<file path="config.mk">
export PLATFORM = sky130hd
export DESIGN_NAME = glyph_pixel_gen
export DESIGN_NICKNAME = d
export VERILOG_FILES = /design/src/rtl/glyph_pixel_gen.sv
export SDC_FILE = /design/constraint.sdc
export NUM_CORES = 1
export LEC_CHECK = 0
export BUFFER_PORTS_ARGS = -buffer_cell sky130_fd_sc_hd__clkbuf_2
export CORE_ASPECT_RATIO = 1.25
export CORE_MARGIN = 2
export CORE_UTILIZATION = 40
export CTS_CLUSTER_DIAMETER = 40
export DETAILED_ROUTE_END_ITERATION = 10
export PLACE_DENSITY_LB_ADDON = 0.25
export RECOVER_POWER = 25
export SETUP_SLACK_MARGIN = 0.5
export SLEW_MARGIN = 20
export SYNTH_ARGS = -nofsm -noshare
export SYNTH_HDL_FRONTEND = slang
export SYNTH_SLANG_ARGS = --single-unit
export TNS_END_PERCENT = 50
</file>
<file path="constraint.sdc">
create_clock -name clk -period 5.3 [get_ports clk]
set_clock_uncertainty 0.1 [all_clocks]
set_input_delay 0.53 -clock clk [delete_from_list [all_inputs] [get_ports clk]]
set_output_delay 0.53 -clock clk [all_outputs]
set_load 0.05 [all_outputs]
</file>
<file path="src/rtl/glyph_pixel_gen.sv">
// glyph_pixel_gen: 3-stage pixel pipeline turning region descriptors and glyph ROM rows into RGB plus aligned syncs
module glyph_pixel_gen #(
    parameter logic [23:0] RGB_BG = 24'hf8f9fa,
    parameter int LATENCY = 3
) (
    input  logic        clk,
    input  logic        rst,
    input  logic [9:0]  hcount,
    input  logic [9:0]  vcount,
    input  logic        hsync_in,
    input  logic        vsync_in,
    input  logic        bright,
    input  logic [1:0]  mode,
    input  logic [9:0]  x_start,
    input  logic [9:0]  x_end,
    input  logic [9:0]  y_start,
    input  logic [9:0]  y_end,
    input  logic [23:0] rgb_color,
    input  logic [4:0]  gval,
    input  logic [4:0]  gbval,
    output logic [7:0]  rom_addr,
    input  logic [7:0]  rom_data,
    output logic [7:0]  vga_r,
    output logic [7:0]  vga_g,
    output logic [7:0]  vga_b,
    output logic        vga_hs,
    output logic        vga_vs,
    output logic        vga_blank_n
);
    if (LATENCY != 3) begin : g_latency_fixed
        $error("glyph_pixel_gen: LATENCY is fixed at 3");
    end

    logic [5:0]  dx, dy;
    logic        inreg;
    logic [2:0]  col, row;
    logic [4:0]  idx;
    logic [23:0] pix;

    logic [2:0]  col1, col2;
    logic [1:0]  mode1, mode2;
    logic        inreg1, inreg2, bright1, bright2, hs1, hs2, vs1, vs2;
    logic [23:0] rgb1, rgb2;

    // Region test and glyph coordinates; only the low 6 offset bits matter, so glyphs repeat in oversized regions
    always_comb begin
        dx    = hcount[5:0] - x_start[5:0];
        dy    = vcount[5:0] - y_start[5:0];
        inreg = (hcount >= x_start) && (hcount < x_end) && (vcount >= y_start) && (vcount < y_end);
        col   = (mode == 2'b10) ? dx[5:3] : dx[2:0];
        row   = (mode == 2'b10) ? dy[5:3] : (mode == 2'b01) ? dy[2:0] : 3'd0;
        idx   = (mode == 2'b10) ? gbval : (mode == 2'b01) ? gval : 5'd0;
    end

    // Final colour from stage-2 side-band and the ROM row that arrives alongside it
    always_comb begin
        pix = !bright2 ? 24'h0 :
              (mode2 == 2'b00) ? rgb2 :
              (mode2 != 2'b11 && inreg2 && rom_data[3'd7 - col2]) ? rgb2 : RGB_BG;
    end

    // Three register stages: address/side-band, ROM wait, output; reset flushes everything to idle
    always_ff @(posedge clk) begin
        if (rst) begin
            rom_addr <= 8'h0;
            {col1, mode1, inreg1, rgb1, bright1} <= '0;
            {col2, mode2, inreg2, rgb2, bright2} <= '0;
            {hs1, vs1, hs2, vs2} <= 4'hf;
            {vga_r, vga_g, vga_b} <= 24'h0;
            vga_hs      <= 1'b1;
            vga_vs      <= 1'b1;
            vga_blank_n <= 1'b0;
        end else begin
            rom_addr <= {idx, row};
            col1     <= col;
            mode1    <= mode;
            inreg1   <= inreg;
            rgb1     <= rgb_color;
            bright1  <= bright;
            hs1      <= hsync_in;
            vs1      <= vsync_in;
            col2     <= col1;
            mode2    <= mode1;
            inreg2   <= inreg1;
            rgb2     <= rgb1;
            bright2  <= bright1;
            hs2      <= hs1;
            vs2      <= vs1;
            {vga_r, vga_g, vga_b} <= pix;
            vga_hs      <= hs2;
            vga_vs      <= vs2;
            vga_blank_n <= bright2;
        end
    end
endmodule

</file>
==> metrics.csv <==
stage,metric,value,unit
global_route,initial antenna violation count,0,
clocking,latest clock arrival within the worst-skew pair,0.33,ns
die,IO Count,144,
logic_synthesis,Post-synth EDFFs,0,
die,die area,0.01092,mm2
pwr,clock share of power,37.9,%
timing,max frequency,435.4,MHz
finish,fin area,0.005131,mm2
timing,Setup Viol. Count Final,0,
timing,RSZ-0062 raised after global routing,no,
placed_design,post-DP HPWL,6.023,mm
routing,Vias/cell,4.561,
setup_path,crit path max fanout,3,
logic_synthesis,Syn Nets,541,
setup_path,R2R depth,6,
logic_synthesis,"Seq/Total Area, Yosys",50.08,%
finish,Area growth syn-to-layout,27.08,%
routing,DRC viols,0,
logic_synthesis,Yosys reg bits,101,
clocking,TritonCTS buffer count,9,
logic_synthesis,fraction of registers with async set/reset,0,%
clocking,root buf cell,clkbuf_16,
finish,final-stage net count,684,
pwr,pwr dens,316.3,mW/mm2
global_route,global-route wire length before repair,12.34,mm
timing,setup TNS,0,ns
logic_synthesis,Mean Syn Cell Area,10.30,um2
global_route,largest net degree at the start of global routing,55,
clocking,H-tree levels,3,
finish,Fill cells,959,
pwr,Peak VDD IR,0.0001361,V
setup_path,critical path type,input port to flop,
timing,period utilization,43.33,%
die,Die Height,116.3,um
setup_path,Worst Path Required,5.41,ns
setup_path,Worst setup startpoint,hcount[0],
pwr,combinational share of power,12.9,%
job,Max Cap Viol,0,
pwr,sw frac,24.59,%
logic_synthesis,Post-Syn Area,0.004038,mm2
finish,"Cell Count, Final, Fillers Out",669,
clocking,Max Buffers Root-to-Sink,2,
placed_design,placed inst area,0.004866,mm2
setup_path,FF-to-FF End,vga_b[2],
timing,Final min period,2.297,ns
pwr,Int Pwr,1.224,mW
routing,final WL,7.759,mm
logic_synthesis,"Distinct cells, synth",39,
timing,Worst-Margin Slew,1.262,ns
clocking,CTS tree,built,
die,Row Count,41,
die,Die W,93.86,um
clocking,Worst-path clk slew,0.07,ns
placed_design,Cells after DPL,653,
finish,"most common cell after layout, fill and taps aside",clkbuf_2,
routing,final antenna-violating net count,0,
routing,TritonRoute pass-1 iters,4,
timing,worst rel slew slack,15.89,%
logic_synthesis,"area leader, netlist",dfxtp_1,
finish,share of cells above drive strength 1,28.70,%
logic_synthesis,cell count after synthesis,392,
routing,Iteration-0 DRC Markers,65,
placed_design,dpl ws,2.653,ns
finish,most frequent cells in the layout,"129 x clkbuf_2, 101 x dfxtp_1, 65 x nor2b_1, 42 x inv_1, 38 x ha_1",
die,Initial Utilization,40.57,%
setup_path,r2r setup slk,3.11,ns
setup_path,CP Capture Point,inreg1,
setup_path,startpoint type of the worst setup path,input port,
clocking,CTS sink cnt,101,
logic_synthesis,main flop type after synthesis,dfxtp_1,
placed_design,gpl congestion,0.7728,
setup_path,worst reg2reg path startpoint,col2[0],
clocking,Post-CTS Setup Repair Bufs,0,
logic_synthesis,post-synth top area share,50.08,%
routing,Via Count,3051,
routing,drt wl/cell,11.60,um
timing,Pins Over Slew Limit,0,
global_route,Overflow after GRT,0,
finish,ant diodes,0,
global_route,vias in the first global route,2886,
clocking,CTS Hold Buffers Added,0,
clocking,post-CTS resize count,0,
logic_synthesis,top cells by area in the synthesized netlist,"dfxtp_1 50%, ha_1 12%, nor2b_1 10%",
logic_synthesis,"Warnings, synthesis",0,
die,Core Footprint,0.009952,mm2
timing,Final Hold Fails,0,
placed_design,Port Buf Inserts,143,
pwr,Sw Pwr,0.3992,mW
timing,worst setup margin,3.003,ns
setup_path,Critical Path AT,2.41,ns
run_status,status,"finished, final reports clean",
pwr,Reg power frac,49.1,%
hold_path,HP Class,input port to flop,
pwr,Pleak,2.496,nW
finish,Util after Layout,51.56,%
global_route,gr usage total,14.39,%
setup_path,CP endpoint kind,flop,
-- Yosys cell counts (2+ instances only) --
cell,n
ha_1,38
nand2b_1,5
clkbuf_1,11
nand3_1,2
o21a_1,17
a21o_1,4
a211oi_1,2
and2_1,8
dfxtp_1,101
nand4_1,3
nand2_1,10
a22oi_1,5
o21ai_0,9
nor4b_1,2
or2_2,6
a2111oi_0,2
nor4_1,3
mux4_1,2
nor2b_1,65
xor2_1,3
a41oi_1,2
fa_1,2
o31ai_1,2
xnor2_1,3
a21oi_1,17
inv_1,42
nor2_1,14
-- worst max-delay path, stage by stage --
cell       delay [ns]
clkbuf_2         0.08
inv_1            0.05
ha_1             0.14
inv_1            0.06
fa_1             0.42
a21oi_1          0.14
nor2_1           0.06
a2111oi_0        0.37
nor2_1           0.11
o311ai_0         0.34
nor4b_1          0.11
-- routing by layer --
| layer | track usage [%] | up-vias | wire length, um |
|---|---|---|---|
| li1 | - | 1578 | - |
| met1 | 15.89 | 1366 | 3287 |
| met2 | 25.71 | 102 | 3867 |
| met3 | 4.000 | 5 | 508 |
| met4 | 6.377 | 0 | 96 |
| met5 | 0 | - | 0 |
-- final cells by class --
class,instances,area [um2],area share (%)
clock buffers,11,242.7,4.731
flip-flops and latches,101,2022,39.41
multi-input cells,236,1794,34.97
repair buffers,145,709.4,13.83
clock inverters,5,43.79,0.8535
inverters,42,157.7,3.072
well taps,129,161.4,3.146
-- per-stage QoR --
step	hold slack, ns	power (mW)
after CTS	0.2623	1.643
after detailed placement	0.2962	1.027
final	0.2735	1.623
after floorplan	0.2895	0.9514
after global placement	0.2932	1.021
after global routing	0.2608	1.696
-- flip-flops by register name (all words and copies together) (netlist names) --
register and cells:
col1 3, vga_blank_n 1, mode2 2, vga_b 8
rom_addr 8, col2 3, vga_vs 1, hs1 1
vga_r 8, vs1 1, hs2 1, vga_hs 1
mode1 2, bright1 1, inreg2 1, bright2 1
vs2 1, rgb1 24, rgb2 24, inreg1 1
vga_g 8
-- kinds of logic after synthesis --
kind of cell,count (synthesis),share of synthesized area (%)
adders and majority gates,41,13.11
DFF,101,50.08
and+or+nand+nor,121,17.76
muxes,3,1.580
xor gates and xnor gates,6,1.302
buffers and inverters,55,5.485
AOI/OAI and AO/OA,65,10.69
-- worst min path at each step --
stage               startpoint     end  cells after the start
floorplan                  hs1     hs2                      1
global placement           hs2  vga_hs                      1
detailed placement         vs2  vga_vs                      1
CTS                   hsync_in     hs1                      2
global route          hsync_in     hs1                      2
finish                hsync_in     hs1                      2
-- power groups by stage --
stage,clock network (mW),logic (mW),registers [mW]
final,0.616,0.210,0.798
after global routing,0.658,0.238,0.800
after CTS,0.632,0.214,0.798
after detailed placement,0,0.212,0.815
after global placement,0,0.206,0.815
after floorplan,0,0.116,0.835
Power figures use the tool's default switching activity.
